**src/rtl/axis_pkg.sv**
```systemverilog
// Shared defaults and beat layout for the AXI-Stream slave receive path.
package axis_pkg;

  localparam int AXIS_DATA_WIDTH_DEF = 32;
  localparam int AXIS_FIFO_DEPTH_DEF = 4;

  typedef struct packed {
    logic                           last;
    logic [AXIS_DATA_WIDTH_DEF-1:0] data;
  } axis_beat_t;

endpackage

```
**src/rtl/axis_sync_fifo.sv**
```systemverilog
// Generic synchronous FIFO with a first-word-fall-through read port.
// Writes while full and reads while empty are dropped.
module axis_sync_fifo #(
  parameter int W     = 33,
  parameter int DEPTH = 4,
  parameter int CNT_W = $clog2(DEPTH+1)
) (
  input  logic             aclk,
  input  logic             areset_n,
  input  logic             wr_en,
  input  logic [W-1:0]     wr_data,
  input  logic             rd_en,
  output logic [W-1:0]     rd_data,
  output logic             full,
  output logic             empty,
  output logic [CNT_W-1:0] count,
  output logic [CNT_W-1:0] count_nxt
);

  localparam int PTR_W = (DEPTH > 1) ? $clog2(DEPTH) : 1;

  logic [W-1:0]     mem_q [DEPTH];
  logic [PTR_W-1:0] wr_ptr_q, wr_ptr_d;
  logic [PTR_W-1:0] rd_ptr_q, rd_ptr_d;
  logic [CNT_W-1:0] count_q, count_d;
  logic             wr_fire, rd_fire;

  assign full    = (count_q == CNT_W'(DEPTH));
  assign empty   = (count_q == '0);
  assign wr_fire = wr_en & ~full;
  assign rd_fire = rd_en & ~empty;

  always_comb begin
    wr_ptr_d = wr_ptr_q;
    rd_ptr_d = rd_ptr_q;
    count_d  = count_q;
    if (wr_fire) wr_ptr_d = wr_ptr_q + 1'b1;
    if (rd_fire) rd_ptr_d = rd_ptr_q + 1'b1;
    unique case ({wr_fire, rd_fire})
      2'b10:   count_d = count_q + 1'b1;
      2'b01:   count_d = count_q - 1'b1;
      default: count_d = count_q;
    endcase
  end

  always_ff @(posedge aclk or negedge areset_n) begin
    if (!areset_n) begin
      wr_ptr_q <= '0;
      rd_ptr_q <= '0;
      count_q  <= '0;
    end else begin
      wr_ptr_q <= wr_ptr_d;
      rd_ptr_q <= rd_ptr_d;
      count_q  <= count_d;
    end
  end

  // Storage is deliberately left unreset.
  always_ff @(posedge aclk) begin
    if (wr_fire) mem_q[wr_ptr_q] <= wr_data;
  end

  assign rd_data   = mem_q[rd_ptr_q];
  assign count     = count_q;
  assign count_nxt = count_d;

endmodule

```
**src/rtl/axis_s_rx.sv**
```systemverilog
// AXI-Stream slave: buffers beats in a FWFT FIFO, registered backpressure.
// Optional packet counter enabled by defining AXIS_S_RX_PKT_CNT_EN.
module axis_s_rx
  import axis_pkg::*;
#(
  parameter int DATA_WIDTH = AXIS_DATA_WIDTH_DEF,
  parameter int DEPTH      = AXIS_FIFO_DEPTH_DEF,
  parameter int CNT_W      = $clog2(DEPTH+1)
) (
  input  logic                  aclk,
  input  logic                  areset_n,
  input  logic                  s_tvalid,
  output logic                  s_tready,
  input  logic [DATA_WIDTH-1:0] s_tdata,
  input  logic                  s_tlast,
  input  logic                  rd_en,
  output logic                  rd_valid,
  output logic [DATA_WIDTH-1:0] rd_data,
  output logic                  rd_last,
  output logic [CNT_W-1:0]      count,
  output logic                  received,
`ifdef AXIS_S_RX_PKT_CNT_EN
  input  logic                  pkt_cnt_clr,
  output logic [15:0]           pkt_cnt,
`endif
  output logic                  err_underflow
);

  logic                s_tready_q, s_tready_d;
  logic                received_q, received_d;
  logic                err_q, err_d;
  logic                accept, empty, full;
  logic [CNT_W-1:0]    count_nxt;
  logic [DATA_WIDTH:0] head;

  assign accept = s_tvalid & s_tready_q & ~full;

  axis_sync_fifo #(
    .W     (DATA_WIDTH + 1),
    .DEPTH (DEPTH),
    .CNT_W (CNT_W)
  ) u_fifo (
    .aclk      (aclk),
    .areset_n  (areset_n),
    .wr_en     (accept),
    .wr_data   ({s_tlast, s_tdata}),
    .rd_en     (rd_en),
    .rd_data   (head),
    .full      (full),
    .empty     (empty),
    .count     (count),
    .count_nxt (count_nxt)
  );

  // Ready looks at next occupancy so a pop frees space one cycle later.
  always_comb begin
    s_tready_d = (count_nxt < CNT_W'(DEPTH));
    received_d = accept & s_tlast;
    err_d      = err_q | (rd_en & empty);
  end

  always_ff @(posedge aclk or negedge areset_n) begin
    if (!areset_n) begin
      s_tready_q <= 1'b0;
      received_q <= 1'b0;
      err_q      <= 1'b0;
    end else begin
      s_tready_q <= s_tready_d;
      received_q <= received_d;
      err_q      <= err_d;
    end
  end

`ifdef AXIS_S_RX_PKT_CNT_EN
  logic [15:0] pkt_cnt_q, pkt_cnt_d;

  always_comb begin
    pkt_cnt_d = pkt_cnt_q;
    if (pkt_cnt_clr)            pkt_cnt_d = '0;
    else if (accept && s_tlast) pkt_cnt_d = pkt_cnt_q + 16'd1;
  end

  always_ff @(posedge aclk or negedge areset_n) begin
    if (!areset_n) pkt_cnt_q <= '0;
    else           pkt_cnt_q <= pkt_cnt_d;
  end

  assign pkt_cnt = pkt_cnt_q;
`endif

  assign s_tready      = s_tready_q;
  assign received      = received_q;
  assign err_underflow = err_q;
  assign rd_valid      = ~empty;
  assign rd_data       = head[DATA_WIDTH-1:0];
  assign rd_last       = head[DATA_WIDTH];

endmodule

```
**config.mk**
```make
export PLATFORM = sky130hd
export DESIGN_NAME = axis_s_rx
export DESIGN_NICKNAME = d
export VERILOG_FILES = /design/src/rtl/axis_pkg.sv /design/src/rtl/axis_sync_fifo.sv /design/src/rtl/axis_s_rx.sv
export SDC_FILE = /design/constraint.sdc
export NUM_CORES = 1
export LEC_CHECK = 0
export BUFFER_PORTS_ARGS = -buffer_cell sky130_fd_sc_hd__buf_2
export CORE_UTILIZATION = 49
export DETAILED_ROUTE_END_ITERATION = 12
export PLACE_DENSITY = 0.7
export SYNTH_ARGS = -nofsm -noshare
export SYNTH_HDL_FRONTEND = slang
export SYNTH_HIERARCHICAL = 1
export SYNTH_SLANG_ARGS = --single-unit
```
**constraint.sdc**
```tcl
create_clock -name aclk -period 2.96 [get_ports aclk]
set_input_delay 0.296 -clock aclk [delete_from_list [all_inputs] [get_ports aclk]]
set_output_delay 0.296 -clock aclk [all_outputs]
set_load 0.05 [all_outputs]
```
== Word-level counts from Yosys, hierarchy flattened ==
Memories as Yosys holds them, arrays and structs flattened.
Cells that the tools add are included.
Word-level totals
  word-level logic and storage cells: 28
  memories kept: 1
  input bits: 37
  bits in registers: 10
  bits in writable memories: 132
Memory list
  u_fifo.mem_q: depth 4, bits a word 33, rd ports 1, clocked after Yosys merged registers in 0, write ports 1, RTL line axis_sync_fifo.sv:22  | logic [W-1:0] mem_q [DEPTH];
Cells by class
  order comparisons: 1
  add/sub/neg operators: 4
  reduce and logical (&&, ||, !) cells: 1
  bitwise logic cells: 9
  equality and inequality tests: 3
  muxes and demuxes: 3
Operators with widths (count)
  bitwise AND 1 bit: 6
  one-hot mux 3 bit (2 select lines): 1
  adder 2 x 1 -> 2 bit, second input constant: 2
  adder 3 x 1 -> 3 bit, second input constant: 1
  equality test 3 bit, second input constant: 1
  zero test 3 bit: 1
  less-than comparator 3 bit, second input constant: 1
  subtractor 3 x 1 -> 3 bit, second input constant: 1
  equality test 2 x 1 -> 1 bit, second input constant: 1
  equality test 2 bit, second input constant: 1
  two-way mux 1 bit: 2
  inverter 1 bit: 2
  OR 1 bit: 1

== Logic depth before layout (Yosys ltp) ==
Gate-level depths: netlist (run 1).
  depth after elaboration: 7
  mapped depth: 11
  gate-level depth less buffers: 11

== Modules after synthesis ==
The synthesis (run 1) kept the hierarchy.
Modules (own cells, without submodules)
  axis_sync_fifo: area each 5238.8 µm², instances 1, cells an instance 210
  axis_s_rx: area each 110.1 µm², instances 1, cells an instance 8

== Worst setup path before layout (run 1) ==
No wires, ideal clock.
  path kind: register -> register
  start point: reg u_fifo.count_q[2] (netlist: u_fifo/count[2])
  end point: reg s_tready_q (netlist: s_tready)
  setup slack: 0.385 ns
  cell stages (with the launch flop): 12
  required time: 2.839 ns
  buffers on the path: 0
  arrival: 2.454 ns
  setup time: 0.121 ns
  cell sequence: dfrtp_1 -> nor3b_2 -> and3b_2 -> nor2b_2 -> inv_1 -> ha_1 -> inv_1 -> fa_1 -> xor2_1 -> nor2_1 -> xor2_1 -> inv_1
On the way
  longest elaborated chain between the ends: 7
RTL lines
  from (decl): RTL line axis_sync_fifo.sv:25  | logic [CNT_W-1:0] count_q, count_d;
  from (signal assigned): RTL line axis_sync_fifo.sv:54  | count_q <= count_d;
  equality test 3 bit *: RTL line axis_sync_fifo.sv:28  | assign full = (count_q == CNT_W'(DEPTH));
  named net full: RTL line axis_s_rx.sv:32  | logic accept, empty, full;
  inverter 1 bit *: RTL line axis_s_rx.sv:36  | assign accept = s_tvalid & s_tready_q & ~full;
  bitwise AND 1 bit *: RTL line axis_s_rx.sv:36
  named net accept: RTL line axis_s_rx.sv:32
  bitwise AND 1 bit *: RTL line axis_sync_fifo.sv:30  | assign wr_fire = wr_en & ~full;
  equality test 2 x 1 -> 1 bit / equality test 2 bit (equally long branches): RTL line axis_sync_fifo.sv:39  | unique case ({wr_fire, rd_fire})
  one-hot mux 3 bit (2 select lines) *: RTL line axis_sync_fifo.sv:39
  named net count_nxt[2]: RTL line axis_s_rx.sv:33  | logic [CNT_W-1:0] count_nxt;
  less-than comparator 3 bit *: RTL line axis_s_rx.sv:57  | s_tready_d = (count_nxt < CNT_W'(DEPTH));
  named net s_tready_d: RTL line axis_s_rx.sv:29  | logic s_tready_q, s_tready_d;
  to (signal assigned): RTL line axis_s_rx.sv:68  | s_tready_q <= s_tready_d;
  to (decl): RTL line axis_s_rx.sv:29
Mark *: on every way through the listed nets, which the timed path passes. The rest lies on a longest branch.
A chain may end at the register's enable or synchronous reset.

== Worst setup path after layout (run 1) ==
  start point: reg u_fifo.rd_ptr_q[0]
  end point: out rd_data[31]
On the way
  longest elaborated chain between the ends: 1
RTL lines
  from (decl): RTL line axis_sync_fifo.sv:24  | logic [PTR_W-1:0] rd_ptr_q, rd_ptr_d;
  from (signal assigned): RTL line axis_sync_fifo.sv:53  | rd_ptr_q <= rd_ptr_d;
  memory read (4 x 33 bit)
  to (decl): RTL line axis_s_rx.sv:18  | output logic [DATA_WIDTH-1:0] rd_data,
No other way between the ends.

==> impl_metrics.yaml, run 1 <==
sta:
  max-slew-margin-rel_pct: 69.2
  layout_setup_ws_ns: 0.414
  finalSetupTns_ns: 0
  skew_ns: 0.0118
  drv_slew: 0
  hold_viol: 0
  post-route-period-util_pct: 86.0
  max_freq_mhz: 393
  hold_ws_ns: 0.0194
  grt_setup_unrepaired: "no"
  finalSetupViolCount: 0
  period_minus_slack_ns: 2.55
  worst_pin_slew_ns: 0.462
worst_setup_path:
  path_max_fanout: 14
  critPathRequiredTime_ns: 2.66
  critPathKind: "flip-flop to output port"
  crit_arrival_ns: 2.25
  r2r_end: "s_tready$_DFF_PN0_"
  crit_chain: "buf_4 > mux4_2 > buf_2"
  critPathLaunchType: "flip-flop"
  crit_path_end_kind: "output port"
  critPathSlowestCell: "dfrtp_2"
  rrSetupSlack_ns: 0.50
  cp_top_family: "flip-flops"
  path_buf_inv: 2
  r2r_start: "u_fifo/count[0]$_DFF_PN0_"
  max_stage_delay_ns: 0.66
  worst-r2r-cell-count: 11
synth:
  netlist_top_cells_area: "edfxtp_1 74%, mux4_2 12%, dfrtp_1 4.7%"
  synth_warnings: 6
  synth_cells: 218
  synth_area_leader_cell: "edfxtp_1"
  ys_types: 24
  ys_seq_elements: 142
  synth_seq_area_share_pct: 78.8
  synth.avg_cell_area_um2: 24.5
  syn-num-nets: 261
  syn_area_mm2: 0.00535
  synth_top_area_share_pct: 74.1
power_and_ir_drop:
  power_frac_comb_pct: 36.8
  power_leakage_nw: 2.48
  clkPwrFrac_pct: 26.9
  p_switching_w: 0.00280
  power_density_mw_per_mm2: 1100
  peakVddDrop_mv: 0.739
  swShare_pct: 37.1
  seqPwrFrac_pct: 36.2
  intPower_w: 0.00475
global_route:
  grt_pass1_wl_mm: 14.5
  grtUsageTotal_pct: 18.0
  met1_usage_pct: 22.6
  grt.met2_usage_pct: 29.5
  grt_busiest_layer: "met2"
  grt_max_degree: 23
  antenna_found_initial: 0
  grt_pass1_vias: 2779
  grt_overflow: 0
  met3_usage_pct: 5.58
cts:
  cts_max_level: 4
  cts_sinks: 142
  clk_path_buf_depth: 2
  cts_root_buf: "clkbuf_8"
  path_clk_slew_ns: 0.06
  numCtsBuffers: 17
  tritoncts: "yes"
  post_cts_buffers: 0
  clock_latency_ns: 0.52
  post_cts_resized: 0
routing:
  wire_per_inst_um: 18.4
  drcViolationCount: 0
  first_pass_iters: 4
  dr_total_vias: 2573
  drt-total-wl_mm: 9.14
  vias_per_cell: 5.19
  ant_nets: 0
  drt-initial-drc-count: 115
job:
  drv_cap: 0
placed_design:
  postPlaceCellArea_mm2: 0.00594
  post-place-ws_ns: 0.499
  hpwl_mm: 5.46
  portBuffers: 76
  place_congestion: 0.687
floorplan:
  rows: 37
  die_h_um: 106
  boundaryPins: 77
  initial_core_util_pct: 51.1
  die_x_um: 106
  die_area_mm2: 0.0113
  coreArea_mm2: 0.0105
cells_and_area:
  final_cell_mix: "132 x edfxtp_1, 76 x buf_2, 34 x dlygate4sd3_1"
  drive_gt1_share_pct: 41.4
  final_util_pct: 65.6
  design_area_mm2: 0.00687
  diodes: 0
  fin_nets: 390
  area_delta_synth_final_pct: 28.4
  final_common_cell: "edfxtp_1"
min_path:
  min_path_cells: 1
  hold_end: "u_fifo/mem_q[1][32]$_DFFE_PP_"
  hp-start: "s_tlast"
  hp-class: "input pin to flip-flop"
outcome:
  outcome: "complete, no violations"
final cells by class:
| type | count | area, µm² |
|---|---|---|
| flip-flops and latches | 142 | 4220 |
| fillers | 719 | 3590 |
| multi-input cells | 60 | 1020 |
| repair buffers | 118 | 843 |
| clock buffers | 30 | 577 |
| well taps | 136 | 170 |
| inverters | 8 | 30.0 |
| clock inverters | 2 | 12.5 |
timing repair:
| action | CTS | global route |
|---|---|---|
| hold buffers | 34 | 0 |
| hold endpoints to repair | 139 | 0 |
| setup endpoints to repair | 0 | 0 |
state kept, by name (all words and copies together), names as in the netlist:
register / flops
received: 1
u_fifo/mem_q: 132
u_fifo/count: 3
u_fifo/wr_ptr_q: 2
err_underflow: 1
s_tready: 1
u_fifo/rd_ptr_q: 2
per-stage QoR:
stage / power [W] / cells
2_1_floorplan: 0.00495 / 218
3_3_place_gp: 0.00552 / 430
3_5_place_dp: 0.00555 / 430
4_1_cts: 0.00763 / 496
6_report: 0.00755 / 496
5_1_grt: 0.00787 / 496
cell usage after synthesis (all sizes together):
cell and n:
edfxtp 132, mux4 33, dfrtp 10, buf 8
inv 8, ha 5, and2 4, xnor2 3
xor2 3, a21o 1, and3b 1, and4b 1
fa 1, mux2 1, mux2i 1, nand2 1
nor2 1, nor2b 1, nor3 1, nor3b 1
o31a 1
worst register-to-register path, stage by stage, from the launching register on:
cell     delay [ns]
dfrtp_1        0.44
nor3b_2        0.27
and3b_2        0.23
nor2b_2        0.19
inv_1          0.08
ha_1           0.18
inv_1          0.06
fa_1           0.37
xor2_1         0.15
nor2_1         0.13
xor2_1         0.19
inv_1          0.05
worst max-delay path by stage:
stage | start | end | slack [ns] | depth (start not counted)
floorplan | u_fifo/count[2]$_DFF_PN0_ | s_tready$_DFF_PN0_ | 0.38 | 11
global placement | u_fifo/count[0]$_DFF_PN0_ | s_tready$_DFF_PN0_ | 0.58 | 11
detailed placement | u_fifo/count[0]$_DFF_PN0_ | s_tready$_DFF_PN0_ | 0.50 | 11
CTS | u_fifo/rd_ptr_q[0]$_DFFE_PN0P_ | rd_data[31] | 0.36 | 3
global route | u_fifo/rd_ptr_q[0]$_DFFE_PN0P_ | rd_data[31] | 0.28 | 3
finish | u_fifo/rd_ptr_q[0]$_DFFE_PN0P_ | rd_data[31] | 0.41 | 3
per-layer routing:
layer | wire (µm) | share of wire [%]
met3 | 361 | 3.9
met2 | 4530 | 50
met4 | 149 | 1.6
met5 | 0 | 0
met1 | 4110 | 45
logic make-up after synthesis:
logic type	synth area share, %
and+or+nand+nor	1.47
adders and majority gates	1.54
xor gates and xnor gates	0.983
DFF	78.8
muxes	14.6
AOI/OAI and AO/OA	0.304
buffers and inverters	2.27
power groups by stage:
stage | Sequential (W) | Combinational [W] | Clock, W
floorplan | 0.00280 | 0.00216 | 0
finish | 0.00274 | 0.00278 | 0.00204
detailed placement | 0.00278 | 0.00277 | 0
CTS | 0.00274 | 0.00282 | 0.00207
global placement | 0.00276 | 0.00276 | 0
global route | 0.00278 | 0.00295 | 0.00214
Note: power is estimated with default switching activity, not from simulation.
==> inputs of run 2 (changes only) <==
--- a/config.mk
+++ b/config.mk
@@ -6,8 +6,11 @@
 export NUM_CORES = 1
 export LEC_CHECK = 0
 export BUFFER_PORTS_ARGS = -buffer_cell sky130_fd_sc_hd__buf_2
+export CAP_MARGIN = 5
+export CORE_MARGIN = 4
 export CORE_UTILIZATION = 49
 export DETAILED_ROUTE_END_ITERATION = 12
+export GPL_TIMING_DRIVEN = 0
 export PLACE_DENSITY = 0.7
 export SYNTH_ARGS = -nofsm -noshare
 export SYNTH_HDL_FRONTEND = slang
==> run 2 against run 1 <==
Effect of this change: cell count increased by 0.40%; non-clock buffer count increased by 2; critical path depth increased by 8; core utilization decreased by 0.49 points; routed wire length decreased by 3.3%.
==> impl_metrics.yaml, run 2 (synthesis gave the netlist of run 1 again) <==
outcome:
  outcome: "complete, no violations"
cts:
  tritoncts: "yes"
  cts_sinks: 142
  numCtsBuffers: 17
  post_cts_buffers: 0
  post_cts_resized: 0
  clk_path_buf_depth: 2
  path_clk_slew_ns: 0.06
  cts_max_level: 4
  clock_latency_ns: 0.51
  cts_root_buf: "clkbuf_8"
worst_setup_path:
  critPathRequiredTime_ns: 3.36
  critPathLaunchType: "flip-flop"
  r2r_end: "s_tready$_DFF_PN0_"
  rrSetupSlack_ns: 0.50
  crit_arrival_ns: 2.86
  path_max_fanout: 7
  r2r_start: "u_fifo/count[0]$_DFF_PN0_"
  crit_path_end_kind: "flip-flop"
  critPathKind: "flip-flop to flip-flop"
  worst-r2r-cell-count: 11
placed_design:
  portBuffers: 76
  postPlaceCellArea_mm2: 0.00592
  place_congestion: 0.650
  hpwl_mm: 5.25
  post-place-ws_ns: 0.491
floorplan:
  initial_core_util_pct: 51.1
  die_area_mm2: 0.0127
  rows: 37
  boundaryPins: 77
  coreArea_mm2: 0.0105
  die_h_um: 112
  die_x_um: 112
routing:
  drt-total-wl_mm: 8.85
  vias_per_cell: 5.16
  ant_nets: 0
  first_pass_iters: 4
  dr_total_vias: 2571
  drt-initial-drc-count: 125
  wire_per_inst_um: 17.8
  drcViolationCount: 0
sta:
  grt_setup_unrepaired: "no"
  period_minus_slack_ns: 2.46
  drv_slew: 0
  post-route-period-util_pct: 83.1
  hold_viol: 0
  max_freq_mhz: 407
  worst_pin_slew_ns: 0.947
  finalSetupViolCount: 0
  finalSetupTns_ns: 0
  skew_ns: 0.00571
  max-slew-margin-rel_pct: 36.9
  layout_setup_ws_ns: 0.500
cells_and_area:
  regMostFlops: "u_fifo/mem_q"
  n_fill_cell: 722
  design_area_mm2: 0.00682
  fin_nets: 392
  diodes: 0
  final_common_cell: "edfxtp_1"
  drive_gt1_share_pct: 40.3
  area_delta_synth_final_pct: 27.4
  regArea_mm2: 0.00421
  largest_reg_flops: 132
  multiInputGateArea_mm2: 0.00102
  final_cell_mix: "132 x edfxtp_1, 80 x buf_2, 35 x dlygate4sd3_1"
global_route:
  antenna_found_initial: 0
  grt_pass1_wl_mm: 14.5
  grt_pass1_vias: 2846
  grt_overflow: 0
  grtUsageTotal_pct: 15.3
  grt_max_degree: 34
min_path:
  min_path_cells: 2
  hp-start: "s_tvalid"
  hp-class: "input pin to flip-flop"
  hold_end: "received$_DFF_PN0_"
power_and_ir_drop:
  peakVddDrop_mv: 0.833
  power_leakage_nw: 2.45
  power_density_mw_per_mm2: 1090
job:
  drv_cap: 0
-- run 2: worst max path at each step --
stage	depth (start not counted)	endpoint	slack (ns)	start
after floorplan	11	s_tready$_DFF_PN0_	0.38	u_fifo/count[2]$_DFF_PN0_
after global placement	4	u_fifo/mem_q[1][19]$_DFFE_PP_	-0.004	u_fifo/count[2]$_DFF_PN0_
after detailed placement	11	s_tready$_DFF_PN0_	0.49	u_fifo/count[0]$_DFF_PN0_
after CTS	11	s_tready$_DFF_PN0_	0.47	u_fifo/count[0]$_DFF_PN0_
after global routing	11	s_tready$_DFF_PN0_	0.31	u_fifo/count[0]$_DFF_PN0_
final	11	s_tready$_DFF_PN0_	0.50	u_fifo/count[0]$_DFF_PN0_
-- run 2: stage by stage --
step	util, %	hold WS, ns	power, W	std cells
floorplan	-	0.000409	0.00495	218
global placement	56.4	0.166	0.00555	430
detailed placement	56.6	0.168	0.00559	431
CTS	65.2	0.0657	0.00755	498
global route	65.2	0.0836	0.00780	498
finish	65.2	0.0891	0.00745	498
-- run 2: where the power goes --
part / switching (W) / internal [W] / total [W]
combinational: 0.00195 / 0.000943 / 0.00289
clock: 0.000732 / 0.00117 / 0.00191
sequential: 0.000106 / 0.00255 / 0.00265
total: 0.00278 / 0.00466 / 0.00745
-- run 2: cell type report --
class                           instances  area share (%)
Timing Repair Buffer                  112            11.0
Buffer                                  8            1.34
Sequential cell                       142            61.8
Clock inverter                         15            1.87
Inverter                                8           0.441
Tap cell                              136            2.50
Multi-Input combinational cell         60            14.9
Clock buffer                           17            6.08
-- run 2: timing repair --
action                     in CTS  in global routing
hold buffers                   35                  0
setup endpoints to repair       0                  0
hold endpoints to repair      143                  0
-- run 2: routing by layer --
| metal | track usage (%) | up-vias | routed length [µm] |
|---|---|---|---|
| met5 | 0 | - | 0 |
| met4 | 6.01 | 0 | 131 |
| met3 | 4.58 | 12 | 437 |
| met2 | 25.2 | 71 | 4460 |
| met1 | 19.1 | 1315 | 3810 |
| li1 | - | 1173 | - |
-- run 2: worst max-delay path, cell delays in order, from the launching register on --
cell and delay, ns:
dfrtp_1 0.45, nor3b_2 0.27, and3b_2 0.23, nor2b_2 0.19, inv_1 0.07, ha_1 0.17, inv_1 0.06, fa_1 0.37
xor2_1 0.15, nor2_1 0.12, xor2_1 0.19, inv_1 0.06
